<file path="src/rtl/wb_arb_pkg.sv">
// Shared types and helpers for the two-master Wishbone arbiter.
package wb_arb_pkg;

   typedef enum logic [1:0] {
      IDLE  = 2'd0,
      BUSY  = 2'd1,
      ABORT = 2'd2
   } arb_state_t;

   localparam int NUM_MASTERS = 2;

   // One-hot grant vector for a one-bit owner index (0 -> 01, 1 -> 10).
   function automatic logic [NUM_MASTERS-1:0] owner_onehot(input logic owner);
      return owner ? 2'b10 : 2'b01;
   endfunction

endpackage

</file>
<file path="src/rtl/wb_arb_watchdog.sv">
// Bus-timeout watchdog: counts consecutive strobe cycles without an ack and
// flags expiry on the last allowed cycle.
module wb_arb_watchdog #(
   parameter int TIMEOUT = 64
) (
   input  logic clk,
   input  logic rst,
   input  logic i_stb,
   input  logic i_ack,
   output logic o_expire
);

   localparam int CW = $clog2(TIMEOUT + 1);
   localparam logic [CW-1:0] LIMIT = CW'(TIMEOUT - 1);

   logic [CW-1:0] wcnt_q;
   logic [CW-1:0] wcnt_d;

   // Next count: restart whenever the strobe is gone or the slave answers.
   always_comb begin
      if (!i_stb || i_ack) begin
         wcnt_d = '0;
      end else begin
         wcnt_d = wcnt_q + {{(CW-1){1'b0}}, 1'b1};
      end
   end

   // Expiry fires only while still waiting; an ack on the same cycle wins.
   always_comb begin
      o_expire = i_stb && !i_ack && (wcnt_q == LIMIT);
   end

   // Counter register.
   always_ff @(posedge clk or posedge rst) begin
      if (rst) begin
         wcnt_q <= '0;
      end else begin
         wcnt_q <= wcnt_d;
      end
   end

endmodule

</file>
<file path="src/rtl/wb_arbiter_2m.sv">
// Two-master classic Wishbone arbiter: round-robin grant held for a whole
// cyc, combinational routing of the owner onto the slave port, and a
// watchdog that terminates a hung transfer with err.
module wb_arbiter_2m
   import wb_arb_pkg::*;
#(
   parameter int AW      = 26,
   parameter int DW      = 32,
   parameter int TIMEOUT = 64
) (
   input  logic                   clk,
   input  logic                   rst,
   input  logic                   i_m0_cyc,
   input  logic                   i_m0_stb,
   input  logic                   i_m0_we,
   input  logic [AW-1:0]          i_m0_adr,
   input  logic [DW-1:0]          i_m0_dat,
   output logic                   o_m0_ack,
   output logic                   o_m0_err,
   output logic [DW-1:0]          o_m0_dat,
   input  logic                   i_m1_cyc,
   input  logic                   i_m1_stb,
   input  logic                   i_m1_we,
   input  logic [AW-1:0]          i_m1_adr,
   input  logic [DW-1:0]          i_m1_dat,
   output logic                   o_m1_ack,
   output logic                   o_m1_err,
   output logic [DW-1:0]          o_m1_dat,
   output logic                   o_s_cyc,
   output logic                   o_s_stb,
   output logic                   o_s_we,
   output logic [AW-1:0]          o_s_adr,
   output logic [DW-1:0]          o_s_dat,
   input  logic                   i_s_ack,
   input  logic [DW-1:0]          i_s_dat,
   output logic [NUM_MASTERS-1:0] o_grant,
   output logic                   o_timeout
);

   arb_state_t    state_q, state_d;
   logic          owner_q, owner_d;
   logic          last_q, last_d;

   logic          own_cyc_s;
   logic          own_stb_s;
   logic          own_we_s;
   logic [AW-1:0] own_adr_s;
   logic [DW-1:0] own_dat_s;
   logic          busy_s;
   logic          expire_s;

   // Select the current owner's request lines.
   always_comb begin
      own_cyc_s = owner_q ? i_m1_cyc : i_m0_cyc;
      own_stb_s = owner_q ? i_m1_stb : i_m0_stb;
      own_we_s  = owner_q ? i_m1_we  : i_m0_we;
      own_adr_s = owner_q ? i_m1_adr : i_m0_adr;
      own_dat_s = owner_q ? i_m1_dat : i_m0_dat;
      busy_s    = (state_q == BUSY);
   end

   wb_arb_watchdog #(.TIMEOUT(TIMEOUT)) u_watchdog (
      .clk      (clk),
      .rst      (rst),
      .i_stb    (o_s_stb),
      .i_ack    (i_s_ack),
      .o_expire (expire_s)
   );

   // Arbitration: pick an owner from IDLE, release on owner's cyc drop,
   // divert to ABORT when the watchdog expires.
   always_comb begin
      state_d = state_q;
      owner_d = owner_q;
      last_d  = last_q;
      case (state_q)
         IDLE: begin
            if (i_m0_cyc && i_m1_cyc) begin
               owner_d = ~last_q;
               state_d = BUSY;
            end else if (i_m0_cyc) begin
               owner_d = 1'b0;
               state_d = BUSY;
            end else if (i_m1_cyc) begin
               owner_d = 1'b1;
               state_d = BUSY;
            end else begin
               state_d = IDLE;
            end
         end
         BUSY: begin
            if (!own_cyc_s) begin
               last_d  = owner_q;
               state_d = IDLE;
            end else if (expire_s) begin
               state_d = ABORT;
            end else begin
               state_d = BUSY;
            end
         end
         ABORT: begin
            if (!own_cyc_s) begin
               last_d  = owner_q;
               state_d = IDLE;
            end else begin
               state_d = ABORT;
            end
         end
         default: begin
            state_d = IDLE;
         end
      endcase
   end

   // FSM, owner and round-robin history registers.
   always_ff @(posedge clk or posedge rst) begin
      if (rst) begin
         state_q <= IDLE;
         owner_q <= 1'b0;
         last_q  <= 1'b1;
      end else begin
         state_q <= state_d;
         owner_q <= owner_d;
         last_q  <= last_d;
      end
   end

   // Route the owner onto the slave port and terminations back to it only;
   // acks arriving outside BUSY or after the owner left cyc are dropped.
   always_comb begin
      o_s_cyc   = busy_s && own_cyc_s;
      o_s_stb   = busy_s && own_cyc_s && own_stb_s;
      o_s_we    = busy_s ? own_we_s  : 1'b0;
      o_s_adr   = busy_s ? own_adr_s : '0;
      o_s_dat   = busy_s ? own_dat_s : '0;
      o_m0_ack  = i_s_ack && o_s_cyc && !owner_q;
      o_m1_ack  = i_s_ack && o_s_cyc &&  owner_q;
      o_m0_err  = expire_s && !owner_q;
      o_m1_err  = expire_s &&  owner_q;
      o_m0_dat  = (busy_s && !owner_q) ? i_s_dat : '0;
      o_m1_dat  = (busy_s &&  owner_q) ? i_s_dat : '0;
      o_timeout = expire_s;
      o_grant   = (state_q != IDLE) ? owner_onehot(owner_q) : 2'b00;
   end

endmodule
</file>
<file path="config.mk">
export PLATFORM = sky130hd
export DESIGN_NAME = wb_arbiter_2m
export DESIGN_NICKNAME = d
export VERILOG_FILES = /design/src/rtl/wb_arb_pkg.sv /design/src/rtl/wb_arb_watchdog.sv /design/src/rtl/wb_arbiter_2m.sv
export SDC_FILE = /design/constraint.sdc
export NUM_CORES = 1
export LEC_CHECK = 0
export BUFFER_PORTS_ARGS = -buffer_cell sky130_fd_sc_hd__buf_2
export CAP_MARGIN = 25
export CORE_AREA = 10 10 105 107
export CTS_BUF_LIST = sky130_fd_sc_hd__clkbuf_8
export CTS_CLUSTER_DIAMETER = 30
export DETAILED_ROUTE_END_ITERATION = 8
export DIE_AREA = 0 0 115 117
export PLACE_DENSITY = 0.67
export SYNTH_ARGS = -nofsm -noshare
export SYNTH_HDL_FRONTEND = slang
export SYNTH_SLANG_ARGS = --single-unit
</file>
<file path="constraint.sdc">
create_clock -name clk -period 1.6 [get_ports clk]
set_input_delay 0.32 -clock clk [delete_from_list [all_inputs] [get_ports clk]]
set_output_delay 0.32 -clock clk [all_outputs]
set_load 0.02 [all_outputs]
</file>
==> results.py, run 1 <==
metrics = {
    "synth": {
        "async_reset_ff_share_pct": 100.0,
        "seq_area_frac_synth_pct": 13.03,
        "synth_cells": 276,
        "synth-edff-count": 0,
        "syn_area_per_cell_sq_um": 7.689,
        "synth.distinct_cells": 31,
        "yosys_register_bits": 11,
        "synth_area_sq_mm": 0.002122,
        "synth-warning-count": 0,
        "syn_nets": 438,
        "synthFlopType": "dfrtp_1",
    },
    "layout": {
        "fin_nets": 761,
        "fin_cells": 709,
        "syn2layout_area_growth_pct": 150.5,
        "fin_area_sq_mm": 0.005315,
        "utilization_pct": 58.92,
        "num_antenna_cells": 0,
        "final_cell_mix": "buf_2, buf_6, nor2b_2, buf_4, mux2i_1",
        "final_common_cell": "buf_2",
        "drive_gt1_share_pct": 84.45,
    },
    "critical_path": {
        "r2r_slack_ns": -0.11,
        "startpoint": "state_q[1]$_DFF_PP0_",
        "startpoint_type": "flip-flop",
        "critPathTopFamily": "flip-flops",
        "path_depth": 6,
        "worstPathRequired_ns": 1.28,
        "r2r_end": "state_q[0]$_DFF_PP0_",
        "crit_path_end_kind": "output pin",
        "cp.arrival_ns": 1.62,
        "crit_path_max_incr_delay_ns": 0.39,
        "r2r_start": "state_q[1]$_DFF_PP0_",
        "criticalPathCategory": "reg -> out",
        "cpMaxStageDelayCell": "dfrtp_1",
        "crit_end": "o_m1_err",
        "cp.buffers_inverters": 2,
        "worst-r2r-cell-count": 6,
        "path_cells": "inv_2, ha_4, nand4_1, a21o_4, nor3_4, buf_6",
        "path_max_fanout": 5,
    },
    "job": {
        "drv_cap": 0,
    },
    "placed_design": {
        "postPlaceCellArea_sq_mm": 0.004167,
        "portBuffers": 288,
        "place_congestion": 0.8488,
        "dp_hpwl_mm": 10.39,
        "dp_cells": 685,
    },
    "drt": {
        "totalWireLength_mm": 14.16,
        "ant_nets": 0,
        "routed_via_density": 4.722,
        "first_iter_violations": 215,
        "dr.pass1.iters": 4,
        "vias": 3348,
        "drc_errors": 0,
        "detail_route.wl_per_cell_um": 19.97,
    },
    "floorplanning": {
        "rows": 35,
        "die_area_sq_mm": 0.01346,
        "start_util_pct": 23.52,
        "ios": 289,
        "coreArea_sq_mm": 0.009021,
        "die_h_um": 117,
        "die_w_um": 115,
    },
    "clocking": {
        "cts_hold_buf": 0,
        "worst_skew_pair.late_latency_ns": 0.23,
        "cts_sinks": 11,
        "cts.clk_slew.worst_paths_ns": 0.05,
        "cts_max_level": 1,
        "cts-root-buf": "clkbuf_8",
        "cts_buffers": 3,
        "clock_path_buffers": 2,
        "cts_tree": "yes",
    },
    "sta": {
        "final-max-slew-violation-count": 0,
        "hold_viol_final": 0,
        "fin_crit_ns": 1.943,
        "rsz0062_at_grt": "true",
        "slew_headroom_pct": 71.60,
        "clock_skew_ns": 0.005584,
        "tightest_slew_ns": 0.4256,
        "setup_viol_count_final": 132,
        "timing.fmax_mhz": 514.8,
        "fin_ws_ns": -0.3426,
        "fin_tns_setup_ns": -33.38,
        "finalCritPeriodShare_pct": 121.4,
    },
    "worst_hold_path": {
        "holdCritPathClass": "in -> async",
    },
    "power_and_ir_drop": {
        "swShare_pct": 46.54,
        "p_sw_mw": 4.461,
        "p_comb_share_pct": 92.8,
        "ir_drop_mv": 0.7043,
        "p_int_mw": 5.125,
        "power_density_mw_per_mm2": 1804,
        "power_frac_seq_pct": 4.4,
        "power.leakage_nw": 2.898,
        "pwr-share-clk_pct": 2.8,
        "total_power_mw": 9.587,
    },
    "run_status": {
        "violations": "setup timing",
        "status": "finished with violations",
    },
    "grt": {
        "grt_pass1_wl_mm": 18.77,
        "grt.overflow.total": 0,
        "grt_max_degree": 39,
        "grt_pass1_vias": 3550,
        "gr-usage-all-layers_pct": 16.93,
        "antenna_found_initial": 0,
    },
}
power groups by stage:
stage | Sequential, mW | Combinational [mW] | Clock (mW)
after floorplan | 0.360 | 4.25 | 0
after global placement | 0.384 | 6.27 | 0
after detailed placement | 0.390 | 6.38 | 0
after CTS | 0.413 | 7.86 | 0.278
after global routing | 0.426 | 9.34 | 0.303
final | 0.423 | 8.90 | 0.269
worst min path at each step:
stage	start	to	depth (start not counted)
6_report	rst	u_watchdog.wcnt_q[2]$_DFF_PP0_	2
5_1_grt	rst	u_watchdog.wcnt_q[2]$_DFF_PP0_	2
4_1_cts	rst	u_watchdog.wcnt_q[2]$_DFF_PP0_	2
3_5_place_dp	rst	u_watchdog.wcnt_q[2]$_DFF_PP0_	2
3_3_place_gp	rst	u_watchdog.wcnt_q[2]$_DFF_PP0_	2
2_1_floorplan	rst	owner_q$_DFFE_PP0P_	1
cell usage after synthesis (2+ instances only):
cell type	instances	area, sq um
buf_4	2	15.01
nor3_1	2	10.01
a21oi_1	5	25.02
o21ai_0	4	20.02
clkbuf_1	18	67.56
xor2_1	2	17.52
buf_2	4	20.02
and2_1	33	206.5
ha_1	5	62.56
nand3_1	3	15.01
and3_1	34	212.7
nand2_1	4	15.01
dfrtp_1	10	250.2
nor2b_1	60	375.4
inv_1	8	30.03
mux2i_1	59	590.6
or3_1	2	12.51
nor2_1	8	30.03
flip-flops by register name, indices dropped and copies added (netlist names):
name               cells
owner_q                1
state_q                2
u_watchdog.wcnt_q      7
last_q                 1
cells by family after synthesis:
group                      Yosys count  share of synthesized area, %
DFF                                 11                         13.03
and+or+nand+nor                    150                         43.45
AOI/OAI and AO/OA                   14                         4.187
buffers and inverters               33                         6.780
xor gates and xnor gates             3                         1.238
muxes                               60                         28.36
adders and majority gates            5                         2.948
area by class of cell:
class	instances	area [sq um]
multi-input cells	232	2233
flip-flops and latches	11	280.3
fillers	731	3706
inverters	8	32.53
well taps	111	138.9
clock inverters	1	3.754
clock buffers	3	41.29
repair buffers	343	2585
through the flow:
stage | hold WS [ns] | worst slack [ns]
final | 0.06741 | -0.3426
after global routing | 0.09655 | -0.4141
after CTS | 0.08653 | -0.3171
after detailed placement | 0.3402 | -0.1256
after global placement | 0.3294 | -0.07329
after floorplan | 0.1717 | -0.04979
repair_timing:
item	CTS	global route
cloned	6	5
pin swaps	29	16
gates resized for setup	187	78
endpoints found under the setup margin	133	134
setup buffers	3	7
endpoints found under the hold margin	0	0
per-layer routing:
| metal | share of wire, % | up-vias | global-route usage [%] |
|---|---|---|---|
| li1 | - | 1580 | - |
| met1 | 35 | 1559 | 18.12 |
| met2 | 54 | 189 | 31.79 |
| met3 | 8.5 | 20 | 4.332 |
| met4 | 2.0 | 0 | 4.950 |
| met5 | 0 | - | 0 |
(Power assumes the default switching activity.)
==> run 2, diff against run 1 <==
--- a/config.mk
+++ b/config.mk
@@ -12,7 +12,8 @@
 export CTS_CLUSTER_DIAMETER = 30
 export DETAILED_ROUTE_END_ITERATION = 8
 export DIE_AREA = 0 0 115 117
-export PLACE_DENSITY = 0.67
+export HOLD_SLACK_MARGIN = 0.1
+export PLACE_DENSITY = 0.7
 export SYNTH_ARGS = -nofsm -noshare
 export SYNTH_HDL_FRONTEND = slang
 export SYNTH_SLANG_ARGS = --single-unit
==> run 2 against run 1 <==
  * The flow still finishes with violations (setup timing)
  * Core utilization is 1.8 points lower
  * Sequential cell count stayed put
  * Non-clock buffer count is 9 lower
  * Global-route usage is 0.59 points lower
  * Clock skew is 0.0052 ns lower
  * Sequential share of layout area is 0.17 points higher
  * Setup slack better by 0.020 ns
  * Hold slack better by 0.39 ns
  * Via count is 2.2% lower
  * Sequential power is 7.6% lower
==> results.py, run 2 (synthesized netlist as in run 1, its figures left out) <==
metrics = {
    "power_and_ir_drop": {
        "p_comb_share_pct": 92.7,
        "total_power_mw": 9.148,
        "swShare_pct": 47.56,
        "power_frac_seq_pct": 4.3,
        "power_density_mw_per_mm2": 1777,
        "pwr-share-clk_pct": 3.0,
        "p_int_mw": 4.797,
        "ir_drop_mv": 0.9447,
        "power.leakage_nw": 2.805,
        "p_sw_mw": 4.350,
    },
    "layout": {
        "reg_top3": "u_watchdog.wcnt_q (7), state_q (2)",
        "fin_nets": 752,
        "final_cell_mix": "buf_2, buf_6, buf_4, nor2b_2, mux2i_1",
        "syn2layout_area_growth_pct": 142.6,
        "num-fill-cells": 769,
        "largest_register": "u_watchdog.wcnt_q",
        "register_area_sq_um": 280.3,
        "fin_cells": 700,
        "multi_input_comb_area_sq_mm": 0.002181,
        "num_antenna_cells": 0,
        "final_common_cell": "buf_2",
        "drive_gt1_share_pct": 84.04,
        "fin_area_sq_mm": 0.005149,
        "largest_reg_flops": 7,
    },
    "drt": {
        "detail_route.wl_per_cell_um": 20.47,
        "ant_nets": 0,
        "vias": 3275,
        "totalWireLength_mm": 14.33,
        "routed_via_density": 4.679,
        "first_iter_violations": 208,
        "dr.pass1.iters": 4,
        "drc_errors": 0,
    },
    "critical_path": {
        "path_max_fanout": 7,
        "startpoint_type": "flip-flop",
        "cp.arrival_ns": 1.60,
        "criticalPathCategory": "reg -> out",
        "crit_path_end_kind": "output pin",
        "worstPathRequired_ns": 1.28,
    },
    "sta": {
        "fin_crit_ns": 1.923,
        "tightest_slew_ns": 0.4115,
        "slew_headroom_pct": 72.54,
        "setup_viol_count_final": 131,
        "finalCritPeriodShare_pct": 120.2,
        "clock_skew_ns": 0.0003615,
        "timing.fmax_mhz": 520.1,
        "final-max-slew-violation-count": 0,
        "rsz0062_at_grt": "true",
        "fin_tns_setup_ns": -31.22,
        "hold_viol_final": 0,
        "fin_ws_ns": -0.3227,
    },
    "grt": {
        "grt_pass1_vias": 3268,
        "grt_max_degree": 34,
        "gr-usage-all-layers_pct": 16.34,
        "grt_pass1_wl_mm": 18.03,
        "antenna_found_initial": 0,
        "grt.overflow.total": 0,
    },
    "floorplanning": {
        "start_util_pct": 23.52,
        "coreArea_sq_mm": 0.009021,
        "die_w_um": 115,
        "die_area_sq_mm": 0.01346,
        "die_h_um": 117,
        "rows": 35,
        "ios": 289,
    },
    "placed_design": {
        "dp_cells": 681,
        "dp_hpwl_mm": 10.59,
        "place_congestion": 0.8588,
        "portBuffers": 288,
        "post-place-ws_ns": -0.1421,
        "postPlaceCellArea_sq_mm": 0.004124,
    },
    "clocking": {
        "cts_sinks": 11,
        "worst_skew_pair.late_latency_ns": 0.24,
        "clock_path_buffers": 2,
        "cts_buffers": 3,
        "cts_max_level": 1,
        "cts_tree": "yes",
        "cts-root-buf": "clkbuf_8",
        "cts.clk_slew.worst_paths_ns": 0.05,
    },
    "run_status": {
        "status": "finished with violations",
        "violations": "setup timing",
    },
    "worst_hold_path": {
        "holdCritPathClass": "in -> reg",
    },
    "job": {
        "drv_cap": 0,
    },
}
==> run 2: worst max-delay path, cell delays in order (launching register included) <==
cell,delay (ns)
dfrtp_1,0.38
inv_2,0.08
ha_4,0.18
nand4_1,0.13
a21o_4,0.26
nor3_4,0.19
buf_6,0.14
==> run 2: area by class of cell <==
type | count | area share [%]
timing repair buffer | 334 | 48.04
multi-input combinational | 232 | 42.36
sequential | 11 | 5.444
tap | 111 | 2.697
clock buffer | 3 | 0.8019
inverter | 8 | 0.5832
clock inverter | 1 | 0.07290
==> run 2: power groups by stage <==
stage / clock network [mW] / logic, mW / registers (mW)
final: 0.274 / 8.48 / 0.391
after global routing: 0.294 / 8.91 / 0.400
after floorplan: 0 / 4.25 / 0.360
after CTS: 0.280 / 7.16 / 0.384
after detailed placement: 0 / 6.28 / 0.383
after global placement: 0 / 6.19 / 0.375
==> run 2: path summary, 6_finish.rpt <==
path	start	end	slack (ns)	depth (start not counted)
hold reg to reg	u_watchdog.wcnt_q[0]$_DFF_PP0_	u_watchdog.wcnt_q[0]$_DFF_PP0_	0.52	2
min in group asynchronous	rst	u_watchdog.wcnt_q[0]$_DFF_PP0_	0.61	3
hold / removal	i_m0_cyc	owner_q$_DFFE_PP0P_	0.45	3
max in group asynchronous	rst	owner_q$_DFFE_PP0P_	0.67	3
setup / recovery	state_q[1]$_DFF_PP0_	o_m1_err	-0.32	6
setup reg to reg	state_q[1]$_DFF_PP0_	state_q[0]$_DFF_PP0_	-0.07	6
==> run 2: through the flow <==
| stage | hold slack [ns] | util (%) |
|---|---|---|
| after floorplan | 0.1717 | - |
| after global placement | 0.3328 | 45.71 |
| after detailed placement | 0.3249 | 45.71 |
| after CTS | 0.4585 | 50.29 |
| after global routing | 0.4802 | 57.07 |
| final | 0.4543 | 57.07 |
==> run 2: repair_timing <==
action                                  4_1_cts  5_1_grt
endpoints found under the hold margin        10        0
cloned                                        2        6
endpoints found under the setup margin      133      134
buffers inserted                              5        4
gates resized for setup                      88      139
pin swaps                                     7        9
hold buffers                                  1        0
==> run 2: metal layers <==
metal / share of wire, % / GRT usage (%) / routed length (um)
met1: 35 / 16.99 / 4995
met4: 2.1 / 3.053 / 308
met5: 0 / 0 / 0
met2: 56 / 32.43 / 7986
met3: 7.2 / 3.721 / 1036
==> run 3, diff against run 2 <==
--- a/config.mk
+++ b/config.mk
@@ -14,6 +14,7 @@
 export DIE_AREA = 0 0 115 117
 export HOLD_SLACK_MARGIN = 0.1
 export PLACE_DENSITY = 0.7
+export RECOVER_POWER = 100
 export SYNTH_ARGS = -nofsm -noshare
 export SYNTH_HDL_FRONTEND = slang
 export SYNTH_SLANG_ARGS = --single-unit
==> run 3 against run 2 <==
  * The run still ends with setup timing left
  * Hold slack improved by 0.00068 ns
  * Critical path type unchanged
  * Die area unchanged
  * Highest routed layer unchanged
  * Total power decreased by 0.54%
  * Sequential cell count unchanged
  * Clock skew about the same
  * Global-route usage unchanged
  * Sequential share of layout area about the same
  * Via count about the same
  * Clock power about the same
  * Cell area decreased by 0.39%
  * Count of clock-buffer cells in the layout unchanged
  * Largest cell class unchanged
  * Register-to-register slack about the same
==> results.py, run 3 (synthesized netlist as in run 1, its figures left out) <==
metrics = {
    "clocking": {
        "cts-root-buf": "clkbuf_8",
        "cts.clk_slew.worst_paths_ns": 0.05,
        "cts_tree": "yes",
        "cts_sinks": 11,
        "cts_buffers": 3,
        "worst_skew_pair.late_latency_ns": 0.24,
        "cts_max_level": 1,
        "clock_path_buffers": 2,
    },
    "placed_design": {
        "dp_hpwl_mm": 10.59,
        "portBuffers": 288,
        "place_congestion": 0.8588,
        "post-place-ws_ns": -0.1421,
        "dp_cells": 681,
    },
    "run_status": {
        "violations": "setup timing",
        "status": "finished with violations",
    },
    "floorplanning": {
        "rows": 35,
        "die_area_sq_mm": 0.01346,
        "die_h_um": 117,
        "start_util_pct": 23.52,
        "coreArea_sq_mm": 0.009021,
        "die_w_um": 115,
        "ios": 289,
    },
    "critical_path": {
        "crit_path_end_kind": "output pin",
        "r2r_start": "state_q[1]$_DFF_PP0_",
        "crit_end": "o_m1_err",
        "worst-r2r-cell-count": 6,
        "worstPathRequired_ns": 1.28,
        "critPathTopFamily": "flip-flops",
        "startpoint_type": "flip-flop",
        "path_max_fanout": 7,
        "cpMaxStageDelayCell": "dfrtp_1",
        "path_depth": 6,
        "cp.buffers_inverters": 2,
        "startpoint": "state_q[1]$_DFF_PP0_",
        "path_cells": "inv_2, ha_4, nand4_1, a21o_4, nor3_4, buf_6",
        "criticalPathCategory": "reg -> out",
        "r2r_end": "state_q[0]$_DFF_PP0_",
        "cp.arrival_ns": 1.60,
        "r2r_slack_ns": -0.07,
        "crit_path_max_incr_delay_ns": 0.38,
    },
    "sta": {
        "hold_viol_final": 0,
        "clock_skew_ns": 0.0003616,
        "timing.fmax_mhz": 520.1,
        "finalCritPeriodShare_pct": 120.2,
        "final-max-slew-violation-count": 0,
        "worst_hold_slack_ns": 0.4550,
        "tightest_slew_ns": 0.4115,
        "rsz0062_at_grt": "true",
        "fin_crit_ns": 1.923,
        "slew_headroom_pct": 72.54,
        "fin_ws_ns": -0.3226,
        "setup_viol_count_final": 133,
    },
    "layout": {
        "register_area_sq_um": 280.3,
        "num_antenna_cells": 0,
        "syn2layout_area_growth_pct": 141.7,
        "multi_input_comb_area_sq_mm": 0.002168,
        "fin_cells": 700,
        "reg_top3": "u_watchdog.wcnt_q (7), state_q (2)",
        "largest_reg_flops": 7,
        "num-fill-cells": 771,
        "drive_gt1_share_pct": 83.70,
        "utilization_pct": 56.85,
        "fin_nets": 752,
        "final_cell_mix": "buf_2, buf_6, buf_4, nor2b_2, mux2i_1",
        "largest_register": "u_watchdog.wcnt_q",
        "final_common_cell": "buf_2",
    },
    "grt": {
        "grt_pass1_wl_mm": 18.03,
        "grt_max_degree": 34,
        "grt.overflow.total": 0,
        "gr-usage-all-layers_pct": 16.34,
        "antenna_found_initial": 0,
        "grt_pass1_vias": 3268,
    },
    "drt": {
        "totalWireLength_mm": 14.33,
        "ant_nets": 0,
        "routed_via_density": 4.676,
        "detail_route.wl_per_cell_um": 20.47,
        "first_iter_violations": 201,
        "vias": 3273,
        "dr.pass1.iters": 4,
        "drc_errors": 0,
    },
    "power_and_ir_drop": {
        "ir_drop_mv": 0.9424,
        "power_frac_seq_pct": 4.3,
        "p_sw_mw": 4.343,
        "p_comb_share_pct": 92.7,
        "swShare_pct": 47.73,
        "power_density_mw_per_mm2": 1774,
        "pwr-share-clk_pct": 3.0,
        "p_int_mw": 4.756,
        "power.leakage_nw": 2.799,
    },
    "worst_hold_path": {
        "holdCritPathClass": "in -> reg",
        "worstHoldStart": "i_m0_cyc",
    },
    "job": {
        "drv_cap": 0,
    },
}
==> run 3: cell types whose count changed in the layout (fill, tap and decap cells not counted) <==
cell / previous run / this run
clkbuf_1: 0 / 1
ha_1: 2 / 3
buf_6: 67 / 66
ha_4: 2 / 1
==> run 3: area by class of cell <==
class	instances	area share, %
clock inverter	1	0.07319
sequential	11	5.465
inverter	8	0.5855
multi-input combinational	232	42.28
tap	111	2.708
clock buffer	3	0.8051
timing repair buffer	334	48.08
==> run 3: worst min-delay path by stage <==
stage	end	depth (start not counted)
2_1_floorplan	owner_q$_DFFE_PP0P_	1
3_3_place_gp	state_q[0]$_DFF_PP0_	2
3_5_place_dp	u_watchdog.wcnt_q[0]$_DFF_PP0_	2
4_1_cts	owner_q$_DFFE_PP0P_	3
5_1_grt	owner_q$_DFFE_PP0P_	3
6_report	owner_q$_DFFE_PP0P_	3
==> run 3: worst min-delay path, cell delays in order <==
cell and delay, ns:
buf_2 0.14, buf_4 0.13, a31oi_1 0.06
==> run 3: metal layers <==
layer / wire length, um / GRT usage (%) / up-vias
li1: - / - / 1567
met1: 5003 / 16.99 / 1523
met2: 7991 / 32.43 / 158
met3: 1027 / 3.721 / 25
met4: 310 / 3.053 / 0
met5: 0 / 0 / -
==> run 3: power by group through the flow <==
| stage | clock, mW | combinational [mW] | sequential, mW |
|---|---|---|---|
| floorplan | 0 | 4.25 | 0.360 |
| global placement | 0 | 6.19 | 0.375 |
| detailed placement | 0 | 6.28 | 0.383 |
| CTS | 0.280 | 7.16 | 0.384 |
| global route | 0.294 | 8.86 | 0.399 |
| finish | 0.274 | 8.43 | 0.389 |
==> run 3: timing repair <==
action | 4_1_cts | 5_1_grt
pin swaps | 7 | 9
setup buffers | 5 | 4
endpoints found under the hold margin | 10 | 0
gates resized for setup | 88 | 139
hold buffers | 1 | 0
gates cloned | 2 | 6
setup endpoints to repair | 133 | 134
==> run 3: metrics by stage <==
stage / TNS (ns) / power (mW) / cell area [sq um]
2_1_floorplan: -0.05957 / 4.614 / 2407
3_3_place_gp: -5.350 / 6.570 / 4124
3_5_place_dp: -9.278 / 6.667 / 4124
4_1_cts: -32.03 / 7.825 / 4537
5_1_grt: -39.21 / 9.551 / 5129
6_report: -31.04 / 9.098 / 5129
